===== src/rtl/jimmy_io_peripheral.sv =====
// Port-side peripheral for the jimmy core: captures OUTPUT events into a tagged FIFO
// and holds host-loaded bytes on the core's input ports until the core reads them.
module jimmy_io_peripheral #(
  parameter int unsigned DEPTH = 8,
  parameter int unsigned CW    = 4
) (
  input  logic          jimmy_clk,
  input  logic          reset,
  input  logic [7:0]    out_port_0,
  input  logic [7:0]    out_port_1,
  input  logic [7:0]    out_port_2,
  input  logic [7:0]    out_port_3,
  input  logic [3:0]    out_strobe,
  input  logic [3:0]    in_strobe,
  output logic [7:0]    in_port_0,
  output logic [7:0]    in_port_1,
  output logic [7:0]    in_port_2,
  output logic [7:0]    in_port_3,
  output logic          cap_valid,
  input  logic          cap_ready,
  output logic [1:0]    cap_port,
  output logic [7:0]    cap_data,
  output logic [CW-1:0] cap_count,
  input  logic          ld_valid,
  output logic          ld_ready,
  input  logic [1:0]    ld_port,
  input  logic [7:0]    ld_data,
  output logic [3:0]    in_full,
  output logic [3:0]    ovf,
  output logic [3:0]    udr,
  input  logic          clr_flags
);

  localparam int unsigned AW = $clog2(DEPTH);

  logic [3:0]    prev_out_q, prev_in_q;
  logic [3:0]    out_ev, in_ev;
  logic [3:0]    pend_q, pend_d;
  logic [7:0]    pdata_q [4];
  logic [7:0]    pdata_d [4];
  logic [7:0]    out_data [4];
  logic [9:0]    mem_q [DEPTH];
  logic [AW-1:0] wr_ptr_q, rd_ptr_q;
  logic [CW-1:0] count_q;
  logic          push, pop, load;
  logic [1:0]    push_sel;
  logic [3:0]    push_oh;
  logic [7:0]    hold_q [4];
  logic [7:0]    hold_d [4];
  logic [3:0]    full_q, full_d;
  logic [3:0]    ovf_q, ovf_d, ovf_set;
  logic [3:0]    udr_q, udr_d, udr_set;

  assign out_data[0] = out_port_0;
  assign out_data[1] = out_port_1;
  assign out_data[2] = out_port_2;
  assign out_data[3] = out_port_3;

  // Strobes are active-low; a falling edge is one event regardless of how long it stays low.
  assign out_ev = prev_out_q & ~out_strobe;
  assign in_ev  = prev_in_q & ~in_strobe;

  always_comb begin
    push_sel = 2'd0;
    for (int i = 3; i >= 0; i--) begin
      if (pend_q[i]) push_sel = 2'(i);
    end
    push    = (|pend_q) && (count_q < CW'(DEPTH));
    push_oh = push ? (4'b0001 << push_sel) : 4'b0000;
    pop     = cap_valid && cap_ready;
  end

  always_comb begin
    pend_d  = pend_q;
    pdata_d = pdata_q;
    ovf_set = 4'b0000;
    for (int i = 0; i < 4; i++) begin
      if (out_ev[i]) begin
        // A pending byte that is not leaving this cycle is kept; the newcomer is lost.
        if (pend_q[i] && !push_oh[i]) begin
          ovf_set[i] = 1'b1;
        end else begin
          pend_d[i]  = 1'b1;
          pdata_d[i] = out_data[i];
        end
      end else if (push_oh[i]) begin
        pend_d[i] = 1'b0;
      end
    end
  end

  always_comb begin
    ld_ready = !full_q[ld_port];
    load     = ld_valid && ld_ready;
    full_d   = full_q;
    hold_d   = hold_q;
    for (int i = 0; i < 4; i++) begin
      if (load && (ld_port == 2'(i))) begin
        full_d[i] = 1'b1;
        hold_d[i] = ld_data;
      end else if (in_ev[i]) begin
        full_d[i] = 1'b0;
      end
    end
    udr_set = in_ev & ~full_q;
    ovf_d   = (clr_flags ? 4'b0000 : ovf_q) | ovf_set;
    udr_d   = (clr_flags ? 4'b0000 : udr_q) | udr_set;
  end

  always_ff @(posedge jimmy_clk) begin
    if (reset) begin
      prev_out_q <= 4'b1111;
      prev_in_q  <= 4'b1111;
      pend_q     <= 4'b0000;
      full_q     <= 4'b0000;
      ovf_q      <= 4'b0000;
      udr_q      <= 4'b0000;
      wr_ptr_q   <= '0;
      rd_ptr_q   <= '0;
      count_q    <= '0;
      for (int i = 0; i < 4; i++) begin
        pdata_q[i] <= 8'h00;
        hold_q[i]  <= 8'h00;
      end
      for (int j = 0; j < int'(DEPTH); j++) begin
        mem_q[j] <= 10'h000;
      end
    end else begin
      prev_out_q <= out_strobe;
      prev_in_q  <= in_strobe;
      pend_q     <= pend_d;
      pdata_q    <= pdata_d;
      full_q     <= full_d;
      hold_q     <= hold_d;
      ovf_q      <= ovf_d;
      udr_q      <= udr_d;
      if (push) begin
        mem_q[wr_ptr_q] <= {push_sel, pdata_q[push_sel]};
        wr_ptr_q        <= wr_ptr_q + AW'(1);
      end
      if (pop) begin
        rd_ptr_q <= rd_ptr_q + AW'(1);
      end
      case ({push, pop})
        2'b10:   count_q <= count_q + CW'(1);
        2'b01:   count_q <= count_q - CW'(1);
        default: count_q <= count_q;
      endcase
    end
  end

  assign cap_valid = (count_q != '0);
  assign cap_port  = mem_q[rd_ptr_q][9:8];
  assign cap_data  = mem_q[rd_ptr_q][7:0];
  assign cap_count = count_q;
  assign in_full   = full_q;
  assign ovf       = ovf_q;
  assign udr       = udr_q;
  assign in_port_0 = hold_q[0];
  assign in_port_1 = hold_q[1];
  assign in_port_2 = hold_q[2];
  assign in_port_3 = hold_q[3];

endmodule


===== config.mk =====
export PLATFORM = sky130hd
export DESIGN_NAME = jimmy_io_peripheral
export DESIGN_NICKNAME = d
export VERILOG_FILES = /design/src/rtl/jimmy_io_peripheral.sv
export SDC_FILE = /design/constraint.sdc
export NUM_CORES = 1
export LEC_CHECK = 0
export ABC_AREA = 0
export CORE_MARGIN = 2
export CORE_UTILIZATION = 54
export DETAILED_ROUTE_END_ITERATION = 6
export PLACE_DENSITY = 0.92
export SETUP_SLACK_MARGIN = 0.5
export SLEW_MARGIN = 20
export SYNTH_ARGS = -nofsm -noshare
export SYNTH_HDL_FRONTEND = slang
export SYNTH_SLANG_ARGS = --single-unit

===== constraint.sdc =====
create_clock -name jimmy_clk -period 2.87 [get_ports jimmy_clk]
set_input_delay 0.4305 -clock jimmy_clk [delete_from_list [all_inputs] [get_ports jimmy_clk]]
set_output_delay 0.4305 -clock jimmy_clk [all_outputs]
set_load 0.1 [all_outputs]

==> flow_summary.ini <==
[worst_setup_path]
crit_buf_inv = 2
crit_required_ns = 2.44
critPathLaunchType = register
arrival_ns = 2.03
crit_chain = buf_12 > mux4_2 > mux2_2 > buf_12
cp_slowest_cell = mux4_2
cpLargestDelayFamily = multiplexers
r2r_start = cap_count[0]$_SDFFE_PP0P_
cp_common_cell = buf_12
crit_path_max_incr_delay_ns = 0.54
crit_fanout = 5
setup.worst_path.end_class = output pin
critPathKind = register to output pin

[timing]
rsz0062_at_grt = true
hold_viol = 0
setup_viol = 0
period_share_pct = 85.80
max_freq_mhz = 406.1
tightest_slew_ns = 0.5939
slew_headroom_pct = 60.41
clock_skew_ns = 0.007995
period_needed_ns = 2.462
setup_tns_ns = 0
hold_ws_ns = 0.4457
slew_viol_final = 0

[synth]
synth_seq_area_share_pct = 58.15
ys_ff_latch = 181
syn-instance-count = 684
synth_nets = 744
synth_top_area_share_pct = 31.57
synth_cell_types = 42
netlist_area_sq_mm = 0.007609
yosys_warnings = 0
synth_area_leader_cell = edfxtp_1
syn_avg_cell_area_sq_um = 11.12
synth_edf_count = 80
synth_ff_type = dfxtp_1
async_flop_share_pct = 0
synthTopCellsByArea = edfxtp_1, dfxtp_1, nor2_1

[job]
maxCapViolCount = 0

[clocking]
cts_tree = done
cts_sinks = 181
cts_max_path_buffers = 2
clkTransAtPathRegs_ns = 0.07
h-tree-depth = 4
clk_latency_ns = 0.44
clock-root-buffer = clkbuf_16
cts_buffers = 17
cts_hold_buf = 0

[floorplan]
start_util_pct = 55.03
die_x_um = 122.7
rows = 43
die_area_sq_mm = 0.01506
ios = 115
core_sq_mm = 0.01383
dieHeight_um = 122.7

[cells_and_area]
post-route-util_pct = 69.40
final_nets = 856
diodes = 0
stdcell_area_sq_mm = 0.009595
synthToLayoutAreaGrowth_pct = 26.11
drive_above_1_share_pct = 21.14

[global_routing]
grt_use_total_pct = 26.28
grt_first_pass_wirelength_um = 29460
grt_pass1_vias = 5699
overflow = 0
antenna_found_initial = 0
grt_max_degree = 68

[hold_path]
hold_start = reset
min_path_type = primary input to register

[detailed_routing]
dr.max_layer_used = met4
wirelength_um = 18630
met3_length_um = 1765
wl_met2_um = 9453
dr.pass1.iters = 7
wl_met1_um = 6880
dr_total_vias = 5717
ant_nets = 0
routedWlPerCell_um = 18.84
drtIter0Drc = 585
viasPerCell = 5.781
drc = 0

[placement]
hpwl_um = 12630
place.gp.congestion = 0.8047
dpl_cell_area_sq_mm = 0.008924
portBuffers = 114

[power]
power-per-cell-area_mw_per_mm2 = 843.2
power_leakage_nw = 3.630
ir_worst_vdd_uv = 508.4

[status]
outcome = completed
[registers in the layout (all words and copies together), names as in the netlist, named ones only]
register / flops
mem_q: 80
pdata_q: 32
in_port_0: 8
in_port_1: 8
in_port_2: 8
in_port_3: 8
cap_count: 4
in_full: 4
ovf: 4
pend_q: 4
prev_in_q: 4
prev_out_q: 4
udr: 4
rd_ptr_q: 3
wr_ptr_q: 3
[metrics by stage]
step / total power, W / setup WS, ns / std cells
after floorplan: 0.004950 / 0.2064 / 684
after global placement: 0.005638 / 0.5730 / 952
after detailed placement: 0.005706 / 0.4623 / 952
after CTS: 0.008042 / 0.3954 / 986
after global routing: 0.008354 / 0.3805 / 989
final: 0.008091 / 0.4076 / 989
[layer usage]
metal	global-route usage (%)	up-vias
met5	0	-
met4	11.85	0
met3	8.271	44
met2	44.03	276
met1	30.92	2766
li1	-	2631
[cell type report]
type	count	area, sq um
flip-flops and latches	181	4437
fillers	922	4232
multi-input cells	459	3027
clock inverters	13	138.9
clock buffers	19	432.9
well taps	180	225.2
inverters	7	26.28
repair buffers	130	1309
[cells in the mapped netlist (2+ instances only)]
cell type,count
nor3_1,9
xnor2_1,2
nand2_1,88
or3_1,2
buf_1,2
nor3_2,3
and3_1,2
o21ai_0,9
ha_1,5
nand2b_1,9
nor3b_1,2
mux2i_1,25
xor2_1,5
dfxtp_1,101
edfxtp_1,80
nand3_1,21
nand2_2,2
a21o_1,9
mux4_2,20
buf_4,2
a21oi_1,64
nor2b_1,8
nor2_1,124
mux2_2,12
buf_2,12
nand3b_1,9
clkbuf_1,20
inv_1,7
or2_2,8
a221oi_4,8
or2_0,2
o2bb2ai_1,2
[cells in the final DEF (no fill, tap or decap), types with 2 or more instances in the layout]
master,count
o21ai_0,8
clkinv_2,2
and3_1,2
nor3b_1,2
ha_1,3
clkbuf_1,2
buf_4,62
nand2_1,87
mux2_2,10
nor3_2,3
dfxtp_1,95
mux4_2,20
nor2b_1,8
bufinv_16,3
a221oi_4,8
inv_1,6
a21o_1,9
or2_0,2
nand2_2,2
clkinv_1,6
buf_12,13
mux2_4,2
edfxtp_1,80
xnor2_1,2
dfxtp_2,4
xor2_1,5
dfxtp_4,2
mux2i_1,25
clkbuf_16,18
clkdlybuf4s50_1,53
or2_2,8
nand2b_1,9
nor3_1,9
nor2_1,124
or3_1,2
a21oi_1,63
nand3_1,21
o2bb2ai_1,2
nand3b_1,9
[final timing paths]
kind,to,slack [ns],depth (start not counted)
hold reg to reg,in_port_0[3]$_SDFFE_PP0P_,0.46,2
setup reg to reg,cap_count[2]$_SDFFE_PP0P_,0.61,10
setup / recovery,cap_data[3],0.41,4
hold / removal,pdata_q[3]$_SDFFE_PP0P_,0.45,2
[timing repair]
action	4_1_cts	5_1_grt
setup buffers	1	2
cloned	1	1
gates resized for setup	6	3
endpoints found under the setup margin	11	11
pin swaps	1	2
[cell families after synthesis]
| family | share of synthesized area, % |
|---|---|
| buffers and inverters | 2.565 |
| AND/OR/NAND/NOR | 17.22 |
| XOR/XNOR | 0.8058 |
| multiplexers | 10.99 |
| AO/OA/AOI/OAI | 9.456 |
| flip-flops | 58.15 |
| adder cells (fa/ha/maj) | 0.8222 |
[where the power goes]
| part | internal [W] | leakage (nW) | switching (W) | total (W) |
|---|---|---|---|---|
| Sequential | 0.00294 | 1.66 | 0.000168 | 0.00311 |
| Combinational | 0.000981 | 1.69 | 0.00170 | 0.00268 |
| Clock | 0.00135 | 0.276 | 0.000955 | 0.00230 |
Power figures use the tool's default switching activity.
